<file path="config.mk">
export PLATFORM = sky130hd
export DESIGN_NAME = tile_feeder
export DESIGN_NICKNAME = d
export VERILOG_FILES = /design/src/rtl/tile_feeder.sv
export SDC_FILE = /design/constraint.sdc
export NUM_CORES = 1
export LEC_CHECK = 0
export CAP_MARGIN = 10
export CORE_ASPECT_RATIO = 0.7
export CORE_MARGIN = 10
export CORE_UTILIZATION = 46
export DETAILED_ROUTE_END_ITERATION = 10
export HOLD_SLACK_MARGIN = 0.15
export PLACE_DENSITY = 0.81
export SLEW_MARGIN = 20
export SYNTH_ARGS = -nofsm -noshare
export SYNTH_HDL_FRONTEND = slang
export SYNTH_SLANG_ARGS = --single-unit
export TNS_END_PERCENT = 1
</file>
<file path="constraint.sdc">
create_clock -name clk -period 7.6 [get_ports clk]
set_input_delay 1.52 -clock clk [delete_from_list [all_inputs] [get_ports clk]]
set_output_delay 1.52 -clock clk [all_outputs]
set_load 0.02 [all_outputs]
</file>
<file path="src/rtl/tile_feeder.sv">
// Tile feeder: streams ROW*COL operand pairs row-major into per-row FIFOs, then drains them skewed into a systolic array.
// Write strobe/data are registered, one cycle after acceptance; in_ready drops outside LOAD, and in_valid=0 stalls the load.
module tile_feeder #(
    parameter int WIDTH = 32,
    parameter int ROW   = 4,
    parameter int COL   = 4
) (
    input  logic             clk,
    input  logic             rst,
    input  logic             start,
    input  logic             abort,
    input  logic             in_valid,
    output logic             in_ready,
    input  logic [WIDTH-1:0] in_w,
    input  logic [WIDTH-1:0] in_i,
    output logic [ROW-1:0]   write,
    output logic [ROW-1:0]   read,
    output logic [WIDTH-1:0] data_in_w,
    output logic [WIDTH-1:0] data_in_i,
    output logic             cs,
    input  logic             done,
    output logic             busy,
    output logic             tile_done
);

    localparam int N_PAIRS = ROW * COL;
    localparam int N_DRAIN = ROW + COL - 1;
    localparam int ACC_W   = $clog2(N_PAIRS + 1);
    localparam int DRN_W   = (N_DRAIN > 1) ? $clog2(N_DRAIN) : 1;
    localparam int RW      = (ROW > 1) ? $clog2(ROW) : 1;
    localparam int CW      = (COL > 1) ? $clog2(COL) : 1;

    localparam logic [ACC_W-1:0] ACC_FULL = ACC_W'(N_PAIRS);
    localparam logic [ACC_W-1:0] ACC_LAST = ACC_W'(N_PAIRS - 1);
    localparam logic [DRN_W-1:0] DRN_LAST = DRN_W'(N_DRAIN - 1);
    localparam logic [CW-1:0]    COL_LAST = CW'(COL - 1);

    typedef enum logic [2:0] {
        IDLE,
        LOAD,
        DRAIN,
        WAIT,
        FINISH
    } state_t;

    state_t           state;
    state_t           state_nxt;
    logic [ACC_W-1:0] acc_cnt;
    logic [RW-1:0]    row_idx;
    logic [CW-1:0]    col_idx;
    logic [DRN_W-1:0] drn_cnt;
    logic             fire;
    logic             last_pair;
    logic             last_drain;
    logic             abort_hit;

    assign in_ready   = (state == LOAD) && (acc_cnt < ACC_FULL);
    assign fire       = in_valid && in_ready;
    assign last_pair  = fire && (acc_cnt == ACC_LAST);
    assign last_drain = (state == DRAIN) && (drn_cnt == DRN_LAST);
    assign abort_hit  = abort && ((state == LOAD) || (state == DRAIN) || (state == WAIT));

    always_ff @(posedge clk or posedge rst) begin
        if (rst) begin
            state <= IDLE;
        end else begin
            state <= state_nxt;
        end
    end

    always_comb begin
        state_nxt = state;
        cs        = 1'b0;
        busy      = 1'b1;
        tile_done = 1'b0;
        read      = '0;
        case (state)
            IDLE: begin
                busy = 1'b0;
                if (start) state_nxt = LOAD;
            end
            LOAD: begin
                if (abort)          state_nxt = IDLE;
                else if (last_pair) state_nxt = DRAIN;
            end
            DRAIN: begin
                cs = 1'b1;
                // Row r is skewed r cycles behind row 0 and reads COL words.
                for (int r = 0; r < ROW; r++) begin
                    read[r] = (int'(drn_cnt) >= r) && (int'(drn_cnt) < r + COL);
                end
                if (abort)           state_nxt = IDLE;
                else if (last_drain) state_nxt = WAIT;
            end
            WAIT: begin
                cs = 1'b1;
                if (abort)     state_nxt = IDLE;
                else if (done) state_nxt = FINISH;
            end
            FINISH: begin
                tile_done = 1'b1;
                state_nxt = IDLE;
            end
            default: begin
                state_nxt = IDLE;
            end
        endcase
    end

    // Acceptance counter plus row/column split avoids a divider for k / COL.
    always_ff @(posedge clk or posedge rst) begin
        if (rst) begin
            acc_cnt <= '0;
            row_idx <= '0;
            col_idx <= '0;
        end else if (abort_hit || last_pair) begin
            acc_cnt <= '0;
            row_idx <= '0;
            col_idx <= '0;
        end else if (fire) begin
            acc_cnt <= acc_cnt + 1'b1;
            if (col_idx == COL_LAST) begin
                col_idx <= '0;
                row_idx <= row_idx + 1'b1;
            end else begin
                col_idx <= col_idx + 1'b1;
            end
        end
    end

    always_ff @(posedge clk or posedge rst) begin
        if (rst) begin
            drn_cnt <= '0;
        end else if (abort_hit || last_drain) begin
            drn_cnt <= '0;
        end else if (state == DRAIN) begin
            drn_cnt <= drn_cnt + 1'b1;
        end
    end

    // A pair accepted in the same cycle as abort is dropped: no strobe, data held.
    always_ff @(posedge clk or posedge rst) begin
        if (rst) begin
            write     <= '0;
            data_in_w <= '0;
            data_in_i <= '0;
        end else begin
            write <= '0;
            if (fire && !abort) begin
                write     <= ROW'(1) << row_idx;
                data_in_w <= in_w;
                data_in_i <= in_i;
            end
        end
    end

endmodule

</file>
==> flow_metrics.py, run 1 <==
metrics = {
    "worst_hold_path": {
        "worstHoldStart": "data_in_w[5]",
        "hold_path_class": "register to register",
        "hold_path_end": "data_in_w[5]",
        "hold_depth": 1,
    },
    "clock_network": {
        "clockBufferDepth": 2,
        "tritoncts": "yes",
        "cts_setup_buffers": 0,
        "clkSlewWorstSetupHoldPaths_ns": 0.08,
        "cts_max_level": 3,
        "root_buffer": "clkbuf_8",
        "numCtsBuffers": 9,
        "cts.sinks": 83,
        "ctsResizeCount": 0,
        "cts_hold_buf": 0,
        "clkLatencyLatePin_ns": 0.35,
    },
    "yosys": {
        "synth_edf_count": 0,
        "synthesis.nets": 337,
        "synth-seq-cells": 83,
        "synth_area_um2": 3540,
        "netlist_instances": 257,
        "synth_cell_types": 40,
        "synth-async-reset-ratio_pct": 100,
        "synth_flop_cell": "dfrtp_1",
        "ys_seq_area_share_pct": 58.7,
        "yosysWarningCount": 0,
        "synth_area_per_cell_um2": 13.8,
    },
    "detailed_routing": {
        "ant_nets": 0,
        "vias_per_cell": 5.14,
        "dr.pass1.iters": 4,
        "routed_wl_mm": 9.80,
        "drc_errors": 0,
        "detail_route.iter0.violations": 152,
        "via_count": 2596,
        "routedWlPerCell_um": 19.4,
    },
    "grt": {
        "grt_usage_pct": 16.5,
        "grt_max_degree": 84,
        "grt_pass1_vias": 2731,
        "grt_first_pass_wirelength_mm": 15.5,
        "grt_antenna_before_repair": 0,
        "grt.overflow.total": 0,
    },
    "worst_setup_path": {
        "path_buf_inv": 1,
        "crit_path_cell_trace": "or3b_2, a311oi_1, clkdlybuf4s50_1",
        "crit_type": "register to primary output",
        "cp.arrival_ns": 2.43,
        "rr_startpoint": "state[2]",
        "rr_endpoint": "data_in_w[27]",
        "path_max_fanout": 11,
        "max_stage_delay_ns": 0.67,
        "cp.required_ns": 6.08,
        "worst_r2r_path_depth": 4,
        "reg2reg_slack_ns": 5.33,
        "slowest_stage": "clkdlybuf4s50_1",
        "crit_family": "buffers and inverters",
        "cp-end-kind": "primary output",
        "worstSetupStartpointType": "register",
    },
    "timing": {
        "tightest_slew_ns": 0.874,
        "slew-limit-headroom_pct": 41.5,
        "fin_crit_sh_pct": 52.0,
        "finClkSkew_ns": 0.00973,
        "tns_ns": 0,
        "setup_violations": 0,
        "slew_viol_final": 0,
        "rsz0062_at_grt": "false",
        "finalHoldViolations": 0,
        "period_needed_ns": 3.95,
        "fmax_ghz": 0.253,
    },
    "floorplanning": {
        "dieArea_um2": 11600,
        "ios": 146,
        "placementRows": 26,
        "core_um2": 7380,
        "die_w_um": 125,
        "start_util_pct": 47.9,
        "chipHeight_um": 93.4,
    },
    "power_and_ir_drop": {
        "p_per_area_nw_per_um2": 328,
        "irDropWorstVdd_uv": 166,
        "leakage_nw": 2.18,
    },
    "placed_design": {
        "gp_congestion": 0.797,
        "dp.final_hpwl_mm": 7.51,
        "io_buffers": 145,
        "dp_cells": 489,
    },
    "finish": {
        "diodes": 0,
        "area_delta_synth_final_pct": 48.9,
        "stdcell_count": 505,
        "final_nets": 482,
        "drive_gt1_share_pct": 17.2,
        "nFillCells": 517,
    },
    "run": {
        "maxCapViolations": 0,
    },
    "outcome": {
        "status": "complete, no violations",
    },
}
## cells in the final DEF, fill, tap and decap left out, types with 4 or more instances in the layout
master	n
nand2_1	4
clkdlybuf4s50_1	145
nor2b_1	4
or3_1	4
inv_1	6
o31ai_1	4
clkbuf_8	9
dfrtp_1	83
mux2_2	48
mux2_1	16
ha_1	10
a21oi_1	10
o21ai_0	5
nor2_1	11
and2_1	5
## report_power, final
group | leakage (nW) | total, mW | internal [mW] | switching, mW
clock | 0.106 | 0.341 | 0.186 | 0.156
sequential | 1.01 | 0.667 | 0.588 | 0.0791
combinational | 1.06 | 0.716 | 0.375 | 0.341
total | 2.18 | 1.73 | 1.15 | 0.576
## how the worst max path moves through the flow
| stage | cells past startpoint | end | start | slack, ns |
|---|---|---|---|---|
| 2_1_floorplan | 1 | acc_cnt[0] | rst | 3.94 |
| 3_3_place_gp | 3 | read[3] | state[2] | 4.13 |
| 3_5_place_dp | 3 | read[3] | state[2] | 4.06 |
| 4_1_cts | 3 | read[3] | state[2] | 3.64 |
| 5_1_grt | 3 | read[3] | state[2] | 3.55 |
| 6_report | 3 | read[3] | state[2] | 3.65 |
## worst reg2reg max path: cells and delay by family (launching register included)
kind / cells / cell delay [ns]
buffers and inverters: 1 / 0.44
DFF: 1 / 0.46
muxes: 1 / 0.41
and+or+nand+nor: 2 / 0.83
## kinds of logic after synthesis
| kind of cell | count (synthesis) | synth area share, % |
|---|---|---|
| compound gates | 29 | 5.27 |
| xor+xnor | 1 | 0.248 |
| buf+inv | 21 | 3.33 |
| flops | 83 | 58.7 |
| mux | 64 | 20.4 |
| fa+ha+maj | 10 | 3.54 |
| simple gates | 49 | 8.49 |
## cell type report
| type | instances | area (um^2) | area share (%) |
|---|---|---|---|
| multi-input cells | 153 | 1340 | 25.5 |
| clock inverters | 6 | 90.1 | 1.71 |
| clock buffers | 10 | 128 | 2.42 |
| inverters | 7 | 27.5 | 0.523 |
| flip-flops and latches | 83 | 2080 | 39.5 |
| well taps | 98 | 123 | 2.33 |
| repair buffers | 148 | 1480 | 28.1 |
## synthesized netlist by cell type, types with 3 or more instances
cell       n  share of area, %
inv_1      7              0.74
mux2_1    16               5.1
and2_1     5              0.88
ha_1      10               3.5
buf_6      3              0.96
nor2b_1    4              0.71
dfrtp_1   83                59
nor2_1    11               1.2
o21ai_0    5              0.71
nand2_1    4              0.42
clkbuf_1   6              0.64
buf_4      4              0.85
mux2_2    48                15
or3_1      4              0.71
o31ai_1    4              0.85
a21oi_1   10               1.4
## flip-flops by register name, summed over array words and instances, names as in the netlist
register,cells
data_in_w,32
drn_cnt,3
col_idx,2
write,4
acc_cnt,5
row_idx,2
state,3
data_in_i,32
## per-layer routing
metal	global-route usage (%)	part of all wire (%)	vias up
li1	-	-	1203
met1	21.1	46	1276
met2	26.6	47	109
met3	5.30	6.3	8
met4	4.35	0.70	0
met5	0	0	-
## per-stage QoR
stage | util (%) | area, um^2 | hold WS (ns) | setup WS [ns] | total power [mW]
after detailed placement | 68.3 | 5040 | 0.475 | 4.06 | 1.41
final | 71.3 | 5260 | 0.488 | 3.65 | 1.73
after CTS | 71.2 | 5260 | 0.495 | 3.64 | 1.75
after global placement | 68.3 | 5040 | 0.467 | 4.13 | 1.38
after global routing | 71.3 | 5260 | 0.519 | 3.55 | 1.82
after floorplan | - | 3540 | 0.515 | 3.94 | 1.01
Power figures use the tool's default switching activity.
==> inputs of run 2 (changes only) <==
Settings changed: CORE_UTILIZATION 46 to 43, PLACE_DENSITY 0.81 to 0.76.
Clock period 7.6 ns to 3.95 ns, I/O delays scaled along.
==> flow_metrics.py, run 2 (same netlist as run 1, synthesis figures left out) <==
metrics = {
    "outcome": {
        "status": "complete, no violations",
    },
    "placed_design": {
        "dp.final_hpwl_mm": 7.30,
        "io_buffers": 145,
        "gp_congestion": 0.776,
    },
    "clock_network": {
        "cts_setup_buffers": 0,
        "root_buffer": "clkbuf_16",
        "numCtsBuffers": 9,
        "clockBufferDepth": 2,
        "clkSlewWorstSetupHoldPaths_ns": 0.06,
        "tritoncts": "yes",
        "cts_max_level": 3,
        "clkLatencyLatePin_ns": 0.33,
        "ctsResizeCount": 0,
        "cts_hold_buf": 0,
        "cts.sinks": 83,
    },
    "finish": {
        "multi_input_area_um2": 1340,
        "nFillCells": 609,
        "final_nets": 483,
        "final_cell_mix": "clkdlybuf4s50_1, dfrtp_1, mux2_2, mux2_1, nor2_1",
        "drive_gt1_share_pct": 17.4,
        "regArea_um2": 2080,
        "diodes": 0,
        "layout_commonest_cell": "clkdlybuf4s50_1",
        "top_regs": "data_in_i x32, data_in_w x32, acc_cnt x5",
        "area_delta_synth_final_pct": 51.6,
    },
    "worst_setup_path": {
        "slowest_stage": "clkdlybuf4s50_1",
        "crit_path_cell_trace": "or3b_2, a311oi_1, clkdlybuf4s50_1",
        "crit_type": "register to primary output",
        "worstSetupStartpointType": "register",
        "cp.arrival_ns": 2.32,
        "max_stage_delay_ns": 0.65,
        "cp.required_ns": 3.16,
        "crit_family": "buffers and inverters",
        "cp-end-kind": "primary output",
        "path_max_fanout": 11,
        "path_buf_inv": 1,
    },
    "grt": {
        "grt_first_pass_wirelength_mm": 14.8,
        "grt_antenna_before_repair": 0,
        "grt_max_degree": 50,
        "grt_usage_pct": 15.3,
        "grt_pass1_vias": 2643,
        "grt.overflow.total": 0,
    },
    "detailed_routing": {
        "routed_wl_mm": 9.54,
        "via_count": 2592,
        "dr.pass1.iters": 4,
        "routedWlPerCell_um": 18.7,
        "vias_per_cell": 5.09,
        "drc_errors": 0,
        "ant_nets": 0,
        "detail_route.iter0.violations": 120,
    },
    "power_and_ir_drop": {
        "combPwrFrac_pct": 39.2,
        "p_int_mw": 2.38,
        "p_sw_share_pct": 31.8,
        "leakage_nw": 2.23,
        "p_per_area_nw_per_um2": 651,
        "irDropWorstVdd_uv": 433,
        "p_clk_share_pct": 24.0,
        "p_switching_mw": 1.11,
        "power_frac_seq_pct": 36.7,
    },
    "timing": {
        "fmax_ghz": 0.321,
        "whs_ns": 0.483,
        "slew-limit-headroom_pct": 43.9,
        "slew_viol_final": 0,
        "finClkSkew_ns": 0.00330,
        "finalHoldViolations": 0,
        "period_needed_ns": 3.11,
        "fin_crit_sh_pct": 78.8,
        "tightest_slew_ns": 0.840,
        "tns_ns": 0,
        "setup_violations": 0,
        "rsz0062_at_grt": "false",
    },
    "run": {
        "maxCapViolations": 0,
    },
    "floorplanning": {
        "start_util_pct": 44.5,
        "die_w_um": 128,
        "ios": 146,
        "placementRows": 27,
        "core_um2": 7940,
        "chipHeight_um": 95.9,
        "dieArea_um2": 12300,
    },
    "worst_hold_path": {
        "hold_path_class": "register to register",
    },
}
[run 2: power by group through the flow]
| stage | logic, mW | registers, mW | clock network [mW] |
|---|---|---|---|
| 2_1_floorplan | 0.338 | 1.61 | 0 |
| 3_3_place_gp | 1.37 | 1.28 | 0 |
| 3_5_place_dp | 1.39 | 1.30 | 0 |
| 4_1_cts | 1.40 | 1.29 | 0.865 |
| 5_1_grt | 1.45 | 1.32 | 0.904 |
| 6_report | 1.37 | 1.28 | 0.838 |
[run 2: cell type report]
| cell class | count | share of cell area, % |
|---|---|---|
| clock buffer | 12 | 4.79 |
| clock inverter | 4 | 0.911 |
| inverter | 7 | 0.514 |
| multi-input combinational | 153 | 25.0 |
| sequential | 83 | 38.8 |
| tap | 101 | 2.36 |
| timing repair buffer | 149 | 27.6 |
[run 2: per-stage QoR]
stage / util [%] / power (mW) / setup slack, ns / cell area, um^2 / std cells
2_1_floorplan: - / 1.95 / 1.02 / 3540 / 257
3_3_place_gp: 63.7 / 2.65 / 1.21 / 5050 / 493
3_5_place_dp: 63.7 / 2.69 / 1.20 / 5050 / 493
4_1_cts: 67.5 / 3.55 / 0.825 / 5360 / 509
5_1_grt: 67.5 / 3.68 / 0.683 / 5360 / 509
6_report: 67.5 / 3.49 / 0.838 / 5360 / 509
[run 2: final timing paths]
| kind | start | endpoint | slack (ns) | depth (start not counted) |
|---|---|---|---|---|
| setup reg to reg | state[2] | data_in_i[10] | 1.70 | 4 |
| hold / removal | data_in_w[0] | data_in_w[0] | 0.48 | 1 |
| min in group asynchronous | rst | data_in_w[7] | 0.93 | 2 |
| setup / recovery | state[2] | read[3] | 0.84 | 3 |
| hold reg to reg | data_in_w[0] | data_in_w[0] | 0.48 | 1 |
| max in group asynchronous | rst | data_in_i[19] | 2.27 | 3 |
[run 2: metal layers]
layer	vias to the layer above	track usage (%)	routed length [um]
li1	1219	-	-
met1	1259	19.4	4050
met2	104	24.1	4490
met3	10	6.59	924
met4	0	3.08	70
met5	-	0	0
[run 2: worst register-to-register path, delay by kind of cell, from the launching register on]
family | cells | cell delay (ns)
DFF | 1 | 0.44
muxes | 1 | 0.42
buffers and inverters | 1 | 0.42
and+or+nand+nor | 2 | 0.85
==> inputs of run 3 (changes only) <==
Settings changed: CORE_UTILIZATION 43 to 39, PLACE_DENSITY 0.76 to 0.73.
Clock period 3.95 ns to 2.5 ns, I/O delays scaled along.
==> flow_metrics.py, run 3 (same netlist as run 1, synthesis figures left out) <==
metrics = {
    "floorplanning": {
        "start_util_pct": 40.9,
        "die_w_um": 134,
        "ios": 146,
        "placementRows": 28,
        "dieArea_um2": 13300,
        "core_um2": 8650,
        "chipHeight_um": 99.7,
    },
    "worst_setup_path": {
        "cp-end-kind": "primary output",
        "rr_endpoint": "acc_cnt[3]",
        "crit_end": "read[3]",
        "worst_r2r_path_depth": 6,
        "cp.arrival_ns": 1.92,
        "reg2reg_slack_ns": 0.34,
        "worstSetupStartpointType": "register",
        "cp.required_ns": 2.00,
        "startpoint": "state[2]",
        "path_max_fanout": 5,
        "crit_type": "register to primary output",
        "rr_startpoint": "acc_cnt[0]",
    },
    "clock_network": {
        "clkLatencyLatePin_ns": 0.34,
        "clkSlewWorstSetupHoldPaths_ns": 0.06,
        "numCtsBuffers": 9,
        "tritoncts": "yes",
        "cts_max_level": 3,
        "cts_setup_buffers": 0,
        "cts.sinks": 83,
        "clockBufferDepth": 2,
        "root_buffer": "clkbuf_16",
    },
    "timing": {
        "tns_ns": 0,
        "fin_crit_sh_pct": 97.0,
        "setup_violations": 0,
        "slew_viol_final": 0,
        "finalHoldViolations": 0,
        "rsz0062_at_grt": "false",
        "period_needed_ns": 2.42,
        "tightest_slew_ns": 0.635,
        "whs_ns": 0.484,
        "fmax_ghz": 0.413,
        "slew-limit-headroom_pct": 57.6,
        "finClkSkew_ns": 0.00459,
    },
    "placed_design": {
        "dp_cells": 520,
        "gp_congestion": 0.835,
        "io_buffers": 145,
        "dp.final_hpwl_mm": 7.32,
        "placed_area_um2": 5160,
    },
    "detailed_routing": {
        "wl_met2_mm": 4.29,
        "drc_errors": 0,
        "routed_wl_mm": 9.68,
        "dr.pass1.iters": 4,
        "via_count": 2653,
        "routedWlPerCell_um": 18.1,
        "vias_per_cell": 4.95,
        "top_layer_used": "met4",
        "detail_route.iter0.violations": 144,
        "met1Wirelength_mm": 4.49,
        "ant_nets": 0,
        "dr_wl_met3_um": 838,
    },
    "worst_hold_path": {
        "hold_path_class": "register to register",
    },
    "grt": {
        "grt_pass1_vias": 2635,
        "grt_max_degree": 84,
        "grt_antenna_before_repair": 0,
        "grt_usage_pct": 14.5,
        "grt.overflow.total": 0,
        "grt_first_pass_wirelength_mm": 15.3,
    },
    "finish": {
        "final_cell_mix": "clkdlybuf4s50_1, dfrtp_1, mux2_2, mux2_1, nor2_1",
        "fin_area_um2": 5500,
        "stdcell_count": 536,
        "layout_commonest_cell": "clkdlybuf4s50_1",
        "area_delta_synth_final_pct": 55.5,
        "nFillCells": 690,
        "drive_gt1_share_pct": 19.2,
        "final_nets": 491,
        "top_regs": "data_in_i x32, data_in_w x32, acc_cnt x5",
        "diodes": 0,
    },
    "power_and_ir_drop": {
        "p_per_area_nw_per_um2": 1030,
        "power.total_mw": 5.67,
        "leakage_nw": 2.31,
        "irDropWorstVdd_uv": 676,
    },
    "run": {
        "maxCapViolations": 0,
    },
    "outcome": {
        "status": "complete, no violations",
    },
}
## run 3: repair_timing
action | CTS | global route
hold buffers | 0 | 0
gates resized for setup | 4 | 1
endpoints found under the setup margin | 4 | 1
## run 3: worst min-delay path by stage
stage,startpoint,end,depth (start not counted)
2_1_floorplan,acc_cnt[3],acc_cnt[3],2
3_3_place_gp,data_in_w[12],data_in_w[12],1
3_5_place_dp,data_in_w[7],data_in_w[7],1
4_1_cts,data_in_w[7],data_in_w[7],1
5_1_grt,data_in_w[15],data_in_w[15],1
6_report,data_in_w[9],data_in_w[9],1
## run 3: power breakdown
group | total, mW | switching [mW] | internal, mW
clock network | 1.46 | 0.530 | 0.932
logic | 2.19 | 1.03 | 1.15
registers | 2.02 | 0.231 | 1.79
## run 3: routing by layer
metal	vias to the layer above	track usage (%)
li1	1232	-
met1	1308	19.0
met2	107	21.4
met3	6	6.38
met4	0	3.25
met5	-	0
## run 3: area by class of cell
type	instances	area, um^2	share of cell area, %
Sequential cell	83	2080	37.8
Clock inverter	5	83.8	1.52
Clock buffer	11	253	4.60
Tap cell	120	150	2.73
Inverter	7	30.0	0.546
Multi-Input combinational cell	153	1340	24.4
Timing Repair Buffer	157	1560	28.4
## run 3: critical path: stages (launching register included)
cell and delay [ns]:
dfrtp_1 0.37, or3b_2 0.52, a311oi_1 0.30, dlygate4sd2_1 0.39
## run 3: per-stage QoR
stage                     util, %  setup WS, ns
after global routing         63.5        0.0137
after global placement       59.7         0.190
after detailed placement     59.7         0.171
final                        63.5        0.0759
after floorplan                 -         0.332
after CTS                    63.5        0.0112
